$ cat src/rtl/tictactoe_qlearn_top.sv
// Tic-tac-toe Q-learning engine: holds the board, picks the agent move from externally
// supplied Q-values, applies the user move and produces one Q-learning update per move.
module tictactoe_qlearn_top #(
    parameter int                 ALPHA_SHIFT = 1,
    parameter int                 GAMMA_SHIFT = 1,
    parameter logic signed [15:0] R_WIN       = 16'sd100,
    parameter logic signed [15:0] R_LOSE      = -16'sd100,
    parameter logic signed [15:0] R_DRAW      = 16'sd0,
    parameter logic [15:0]        TRAIN_GAMES = 16'd1000
) (
    input  logic               clock,
    input  logic               reset_n,
    input  logic signed [15:0] Q_value_act1,
    input  logic signed [15:0] Q_value_act2,
    input  logic signed [15:0] Q_value_act3,
    input  logic signed [15:0] Q_value_act4,
    input  logic signed [15:0] Q_value_act5,
    input  logic signed [15:0] Q_value_act6,
    input  logic signed [15:0] Q_value_act7,
    input  logic signed [15:0] Q_value_act8,
    input  logic signed [15:0] Q_value_act9,
    input  logic [3:0]         user_action,
    input  logic               enable_cu,
    output logic [17:0]        state_output_software,
    output logic signed [15:0] Q_new,
    output logic               training_flag,
    output logic               en_ram1,
    output logic               en_ram2,
    output logic               en_ram3,
    output logic               en_ram4,
    output logic               en_ram5,
    output logic               en_ram6,
    output logic               en_ram7,
    output logic               en_ram8,
    output logic               en_ram9,
    output logic [17:0]        state_plus1,
    output logic [17:0]        state,
    output logic [15:0]        counter
);

    typedef enum logic [2:0] {IDLE, SELECT, AGENT, USER, NEXTQ, UPDATE} fsm_t;

    fsm_t               cur_state, nxt_state;
    logic signed [15:0] q_in [9];
    logic [8:0]         en_ram;
    logic [3:0]         act;
    logic signed [15:0] q_sa, reward;
    logic               terminal;
    logic [8:0]         scan_empty;
    logic               scan_found;
    logic [3:0]         best_idx;
    logic signed [15:0] best_val;
    logic [17:0]        agent_board, user_board;
    logic [8:0]         plus1_empty;
    logic [3:0]         user_idx;
    logic               user_ok;
    logic signed [15:0] max_next, q_upd;
    logic signed [17:0] qsa_ext, max_ext, r_ext, diff, sum;

    function automatic logic [8:0] cells_of(input logic [17:0] b, input logic [1:0] who);
        logic [8:0] m;
        for (int i = 0; i < 9; i++) m[i] = (b[2*i +: 2] == who);
        return m;
    endfunction

    function automatic logic has_line(input logic [8:0] m);
        return ((m & 9'h007) == 9'h007) || ((m & 9'h038) == 9'h038) ||
               ((m & 9'h1C0) == 9'h1C0) || ((m & 9'h049) == 9'h049) ||
               ((m & 9'h092) == 9'h092) || ((m & 9'h124) == 9'h124) ||
               ((m & 9'h111) == 9'h111) || ((m & 9'h054) == 9'h054);
    endfunction

    assign q_in[0] = Q_value_act1;
    assign q_in[1] = Q_value_act2;
    assign q_in[2] = Q_value_act3;
    assign q_in[3] = Q_value_act4;
    assign q_in[4] = Q_value_act5;
    assign q_in[5] = Q_value_act6;
    assign q_in[6] = Q_value_act7;
    assign q_in[7] = Q_value_act8;
    assign q_in[8] = Q_value_act9;

    assign {en_ram9, en_ram8, en_ram7, en_ram6, en_ram5,
            en_ram4, en_ram3, en_ram2, en_ram1} = en_ram;

    assign training_flag = (counter < TRAIN_GAMES);

    // The RAM sees the next board only while its best follow-up value is being read
    assign state_output_software = (cur_state == NEXTQ) ? state_plus1 : state;

    // One scanner serves both the argmax in SELECT and the max in NEXTQ; strict > keeps the lowest cell on ties
    always_comb begin
        scan_empty = cells_of(state_output_software, 2'b00);
        scan_found = 1'b0;
        best_idx   = '0;
        best_val   = '0;
        for (int i = 0; i < 9; i++) begin
            if (scan_empty[i] && (!scan_found || q_in[i] > best_val)) begin
                scan_found = 1'b1;
                best_idx   = 4'(i);
                best_val   = q_in[i];
            end
        end
    end

    always_comb begin
        agent_board = state | (18'd1 << {act, 1'b0});
        plus1_empty = cells_of(state_plus1, 2'b00);
        user_idx    = user_action - 4'd1;
        user_ok     = !terminal && (user_action != 4'd0) && (user_action <= 4'd9) &&
                      plus1_empty[user_idx];
        user_board  = user_ok ? (state_plus1 | (18'd2 << {user_idx, 1'b0})) : state_plus1;
    end

    always_comb begin
        max_next = (terminal || !scan_found) ? 16'sd0 : best_val;
        qsa_ext  = {{2{q_sa[15]}}, q_sa};
        max_ext  = {{2{max_next[15]}}, max_next};
        r_ext    = {{2{reward[15]}}, reward};
        diff     = r_ext + (max_ext >>> GAMMA_SHIFT) - qsa_ext;
        sum      = qsa_ext + (diff >>> ALPHA_SHIFT);
        if (sum > 18'sd32767)
            q_upd = 16'sh7FFF;
        else if (sum < -18'sd32768)
            q_upd = 16'sh8000;
        else
            q_upd = sum[15:0];
    end

    always_comb begin
        nxt_state = cur_state;
        case (cur_state)
            IDLE:    if (enable_cu) nxt_state = SELECT;
            SELECT:  nxt_state = scan_found ? AGENT : UPDATE;
            AGENT:   nxt_state = USER;
            USER:    nxt_state = NEXTQ;
            NEXTQ:   nxt_state = UPDATE;
            UPDATE:  nxt_state = enable_cu ? SELECT : IDLE;
            default: nxt_state = IDLE;
        endcase
    end

    // Q_new and the write strobe are loaded on entry to UPDATE so they coincide with the state address
    always_ff @(posedge clock or negedge reset_n) begin
        if (!reset_n) begin
            cur_state   <= IDLE;
            state       <= '0;
            state_plus1 <= '0;
            Q_new       <= '0;
            counter     <= '0;
            en_ram      <= '0;
            act         <= '0;
            q_sa        <= '0;
            reward      <= '0;
            terminal    <= 1'b0;
        end else begin
            cur_state <= nxt_state;
            en_ram    <= '0;
            case (cur_state)
                SELECT: begin
                    reward <= R_DRAW;
                    if (scan_found) begin
                        terminal <= 1'b0;
                        act      <= best_idx;
                        q_sa     <= best_val;
                    end else begin
                        terminal <= 1'b1;
                        q_sa     <= '0;
                    end
                end
                AGENT: begin
                    state_plus1 <= agent_board;
                    if (has_line(cells_of(agent_board, 2'b01))) begin
                        terminal <= 1'b1;
                        reward   <= R_WIN;
                    end
                end
                USER: begin
                    if (!terminal) begin
                        state_plus1 <= user_board;
                        if (has_line(cells_of(user_board, 2'b10))) begin
                            terminal <= 1'b1;
                            reward   <= R_LOSE;
                        end else if (cells_of(user_board, 2'b00) == 9'd0) begin
                            terminal <= 1'b1;
                            reward   <= R_DRAW;
                        end
                    end
                end
                NEXTQ: begin
                    Q_new <= q_upd;
                    if (training_flag) en_ram <= 9'd1 << act;
                end
                UPDATE: begin
                    if (terminal) begin
                        state       <= '0;
                        state_plus1 <= '0;
                        if (counter != 16'hFFFF) counter <= counter + 16'd1;
                    end else begin
                        state <= state_plus1;
                    end
                end
                default: ;
            endcase
        end
    end

endmodule

$ cat config.mk
export PLATFORM = sky130hd
export DESIGN_NAME = tictactoe_qlearn_top
export DESIGN_NICKNAME = d
export VERILOG_FILES = /design/src/rtl/tictactoe_qlearn_top.sv
export SDC_FILE = /design/constraint.sdc
export NUM_CORES = 1
export LEC_CHECK = 0
export CAP_MARGIN = 30
export CORE_MARGIN = 2
export CORE_UTILIZATION = 45
export DETAILED_ROUTE_END_ITERATION = 12
export PLACE_DENSITY = 0.74
export REMOVE_ABC_BUFFERS = 1
export SYNTH_ARGS = -nofsm -noshare
export SYNTH_HDL_FRONTEND = slang
export SYNTH_SLANG_ARGS = --single-unit
$ cat constraint.sdc
create_clock -name clock -period 21.5 [get_ports clock]
set_input_delay 4.3 -clock clock [delete_from_list [all_inputs] [get_ports clock]]
set_output_delay 4.3 -clock clock [all_outputs]
set_load 0.01 [all_outputs]
Word level (Yosys, flattened, before mapping)
Cells that the tools add are included.

word-level totals
  output and inout bits = 96
  flip-flop bits (word level) = 117
  word-level logic and storage cells = 212
  input port bits = 151

cells by class
  mux-type cells = 54
  shift operators = 3
  magnitude comparators = 13
  bitwise gates (word level) = 2
  equal/unequal tests = 44
  reduce and logical (&&, ||, !) cells = 81
  add/sub/neg operators = 5

operators by type and width
  kind                                                                               count
  16-bit two-way mux                                                                 17
  16-bit greater-than comparator                                                     8
  18-bit two-way mux                                                                 4
  3-bit equality test, second input constant                                         18
  2-bit zero test                                                                    27
  18-bit case mux with 3 select lines                                                1
  16-bit case mux with 3 select lines                                                1
  18-bit OR                                                                          2
  1-bit logical OR                                                                   23
  16-bit by 17-bit adder with 18-bit output                                          1
  2-bit by 1-bit equality test with 1-bit output, second input constant              9
  2-bit equality test, second input constant                                         9
  18-bit by 16-bit greater-than comparator with 1-bit output, second input constant  1
  18-bit by 16-bit less-than comparator with 1-bit output, second input constant     1
  3-bit two-way mux                                                                  6
  9-bit two-way mux                                                                  2
  3-bit case mux with 6 select lines                                                 1
  1-bit by 5-bit left shift with 18-bit output, first input constant                 1
  2-bit by 5-bit left shift with 18-bit output, first input constant                 1
  17-bit by 16-bit subtractor with 18-bit output                                     1
  16-bit by 15-bit adder with 17-bit output                                          1
  1-bit two-way mux                                                                  17
  16-bit by 1-bit adder with 16-bit output, second input constant                    1
  16-bit by 10-bit less-than comparator with 1-bit output, second input constant     1
  other kinds (22)                                                                   48

Depth between registers and ports, before layout
  depth after elaboration = 45
  depth in mapped cells = 118
  depth with buffers taken out = 100

Least setup slack after synthesis
No wires, ideal clock.

  path type = input to register
  start = input port Q_value_act1[13]
  end = register Q_new[0]
  data required time = 21.374 ns
  arrival time = 23.971 ns
  path buffers = 15
  stages = 103
  setup time = 0.126 ns
  path slack = -2.597 ns
  path through = nand2_1 > ha_1 > a21o_1 > a2111oi_0 > a31oi_1 > a221o_1 > buf_6 > buf_6 > a32oi_1 > ha_1 > a21o_1 > a2111oi_2 > o211ai_1 > o31ai_2 > a21o_1 > buf_4 > buf_4 > nor2_1 > [67 not listed] > o21ai_0 > a211oi_1 > o31ai_1 > nor2b_1 > o21ai_0 > a21oi_1 > a31oi_1 > ha_1 > and3_1 > a21oi_1 > inv_1 > a31oi_1 > mux2i_1 > o21ai_0 > a31oi_1 > a31oi_1 > buf_2 > a21oi_1

on the way
  word-level cells in the longest chain between the ends = 42
  elaborated cells on any way between the ends = 58
  classes of those cells = 3 x add/sub; 10 x order compare; 20 x mux; 25 x reduce/logical

RTL lines
  element                                                                   line  source
  from (decl)                                                               13    input logic signed [15:0] Q_value_act1,
  16-bit two-way mux *                                                      98    if (scan_empty[i] && (!scan_found || q_in[i] > best_val)) begin
  16-bit greater-than comparator                                            98
  1-bit logical OR                                                          98
  1-bit logical AND                                                         98
  16-bit two-way mux / 1-bit two-way mux (equally long branches)            98
  16-bit greater-than comparator / 1-bit zero test (equally long branches)  98
  1-bit logical OR                                                          98
  1-bit logical AND                                                         98
  [26 not listed]                                                           n/a
  1-bit logical OR                                                          116   max_next = (terminal || !scan_found) ? 16'sd0 : best_val;
  16-bit two-way mux *                                                      116
  16-bit by 15-bit adder with 17-bit output *                               120   diff = r_ext + (max_ext >>> GAMMA_SHIFT) - qsa_ext;
  17-bit by 16-bit subtractor with 18-bit output *                          120
  16-bit by 17-bit adder with 18-bit output *                               121   sum = qsa_ext + (diff >>> ALPHA_SHIFT);
  18-bit by 16-bit less-than comparator with 1-bit output                   124   else if (sum < -18'sd32768)
  16-bit two-way mux                                                        124
  16-bit two-way mux *                                                      122   if (sum > 18'sd32767)
  to (signal assigned)                                                      191   Q_new <= q_upd;
  to (decl)                                                                 25    output logic signed [15:0] Q_new,

Every way passes the cells marked *; elsewhere a longest branch is shown, timed or not.
A chain may end at the register's enable or synchronous reset.

Worst setup path after layout
  start = input port Q_value_act1[1]
  end = register Q_new[2]

Same word-level chain as after synthesis.

==> impl_metrics.csv <==
group,metric,value,unit
synthesis,synthFlopType,"dfrtp_1",
global_route,grt_usage,32.0,%
min_path,hold_path.class,"flip-flop to flip-flop",
sta,setup_ws,-2.11,ns
global_route,grt_pass1_wl,74100,um
sta,fmax,42.4,MHz
sta,min_period,23.61,ns
final_layout,num-fill-cells,1995,
clock_tree,cts_buffers,9,
sta,finalHoldViolCount,0,
sta,finalSetupTns,-32.96,ns
floorplanning,rows,60,
final_layout,multiInputGateArea,10800,um2
synthesis,synth_seq_area_share,20.8,%
min_path,holdPathEnd,"counter[7]",
placement,dp_hpwl,36900,um
global_route,grt_pass1_vias,14324,
floorplanning,initial_core_util,46.1,%
routing,first_pass_iters,6,
sta,worst_hold_slack,0.515,ns
routing,vias,14904,
sta,maxSlewViolCount,0,
final_layout,finalInstanceArea,20000,um2
floorplanning,die_w,171,um
global_route,antenna_found_initial,1,
synthesis,synth_top_area_share,20.8,%
placement,io_buffers,246,
clock_tree,cts_hold_buffers,0,
final_layout,seq_area,2600,um2
critical_path,worst_setup_path_start_kind,"input pin",
clock_tree,cts_buffer_depth,2,
critical_path,critical_path_required,21.79,ns
sta,finalSetupViolCount,16,
global_route,grt_max_degree,56,
routing,ant_nets,0,
critical_path,reg2reg_depth,112,
run_status,violations,"setup timing",
final_layout,drive_gt1_share,30.6,%
synthesis,netlist_top_cells_area,"dfrtp_1, ha_1, nand2_1",
synthesis,netlist_instances,1598,
clock_tree,clk_pin_slew,0.08,ns
clock_tree,htreeDepth,3,
synthesis,synth-edff-count,0,
critical_path,slowest_delay,0.45,ns
floorplanning,fp.coreArea,27100,um2
critical_path,critPathKind,"input pin to flip-flop",
critical_path,critPathCaptureType,"flip-flop",
critical_path,crit_slowest_cell,"fa_1",
min_path,hold_path_startpoint,"counter[7]",
routing,viasPerCell,5.93,
floorplanning,dieArea,29100,um2
critical_path,crit-reg2reg-launch,"state_plus1[0]",
routing,drt-wirelength-per-cell,20.4,um
placement,placed_cell_area,17300,um2
critical_path,r2r_setup_slack,0.20,ns
critical_path,timing.rr.end,"Q_new[2]",
synthesis,syn-cell-area,12500,um2
min_path,holdPathStages,1,
clock_tree,root_buffer,"clkbuf_16",
flow_run,cap_violations,0,
critical_path,arrival,23.90,ns
synthesis,synthArstFlopShare,100,%
sta,final.setup_skew,0.0114,ns
placement,gp_congestion,1.02,
critical_path,cp_max_fo,15,
sta,rsz0062_at_grt,"yes",
clock_tree,cts_tree,"yes",
synthesis,ys_seq_elements,104,
synthesis,yosysTopAreaCell,"dfrtp_1",
routing,drc_errors,0,
sta,max-slew-margin-rel,31.2,%
final_layout,layout.nets,2472,
routing,drtIter0Drc,1369,
critical_path,path_common_cell,"a21o_1",
floorplanning,die_y,171,um
sta,tightest_slew,1.03,ns
sta,period_share,110,%
synthesis,yosys_warnings,0,
clock_tree,cts_num_sinks,104,
floorplanning,io_pins,247,
global_route,overflow,0,
clock_tree,clock_latency,0.37,ns
synthesis,synth.avg_cell_area,7.81,um2
final_layout,syn2layout_area_growth,59.9,%
synthesis,synthTopCellsByCount,"nand2_1, ha_1, nor2_1, inv_1, a21oi_1",
final_layout,antenna_cells,0,
synthesis,yosys.cell_types.count,87,
run_status,status,"finished with violations",
routing,finalWirelength,51300,um
synthesis,yosysMostFrequentCell,"nand2_1",
## flip-flops by register name, summed over array words and instances, names as in the netlist
| name | cells |
|---|---|
| state | 18 |
| state_plus1 | 18 |
| Q_new | 16 |
| counter | 16 |
| q_sa | 16 |
| en_ram | 9 |
| act | 4 |
| cur_state | 3 |
| reward | 3 |
| terminal | 1 |
## repair_timing
item,4_1_cts,5_1_grt
buffers inserted,10,53
resized for setup,89,305
pin swaps,31,155
gates cloned,5,5
setup endpoints to repair,16,16
## stage by stage
stage               instances  utilization, %  worst slack (ns)
floorplan                1527               -             -5.38
global placement         2424            63.6             -2.78
detailed placement       2425            63.7             -3.90
CTS                      2456            67.3             -2.13
global route             2513            73.7             -2.98
finish                   2513            73.7             -2.11
## cell families (layout without fill, tap and decap cells)
family                     Yosys count  after routing  synth area share, %
and+or+nand+nor                    564            565                 21.3
AOI/OAI and AO/OA                  486            486                 26.2
adders and majority gates          185            185                 19.5
buffers and inverters              180            722                 5.92
DFF                                104            104                 20.8
muxes                               41             41                 3.63
xor gates and xnor gates            38             38                 2.67
## area by class of cell
cell class / instances / area share, %
Clock buffer: 9 / 1.13
Clock inverter: 7 / 0.476
Inverter: 109 / 2.05
Multi-Input combinational cell: 1315 / 53.9
Sequential cell: 104 / 13.0
Tap cell: 372 / 2.33
Timing Repair Buffer: 597 / 27.1
## worst max-delay path: cells and delay by family
family	cells	cell delay, ns
adders and majority gates	11	3.26
AOI/OAI and AO/OA	55	10.17
and+or+nand+nor	23	3.32
xor gates and xnor gates	1	0.11
buffers and inverters	17	2.18
muxes	2	0.53
## placed cells by master (no fill, tap or decap), types with 19 or more instances in the layout
master           netlist  layout
buf_6                  4      25
o21ai_1                4      22
o21a_1                25      25
xnor2_1               29      29
clkdlybuf4s50_1        0     213
a31oi_1               36      30
ha_1                 169     129
a21o_1                50      47
nor3_1                39      32
o21ai_0              105      78
a21oi_2                1      27
ha_4                   0      37
nand2_2                0      19
a21oi_1              106      79
nand4_1               27      27
nor2b_1               34      27
nand2_1              193     171
buf_4                  4     313
inv_1                108      97
nor2_1               156     152
dfrtp_1              104     104
or2_2                 22      20
## metal layers
layer / global-route usage, % / routed length, um
met1: 40.9 / 20700
met2: 55.1 / 24700
met3: 5.20 / 3760
met4: 10.0 / 2130
met5: 0 / 13
## worst max path at each step
stage	from	to
final	Q_value_act1[1]	Q_new[2]
after global routing	Q_value_act1[1]	Q_new[4]
after CTS	Q_value_act1[14]	Q_new[4]
after detailed placement	Q_value_act1[13]	Q_new[2]
after global placement	Q_value_act1[13]	Q_new[3]
after floorplan	Q_value_act1[15]	Q_new[3]
Power is left out: the tool's default activity adds up to more than one toggle a clock period on the data nets, which glitch-free logic cannot reach.
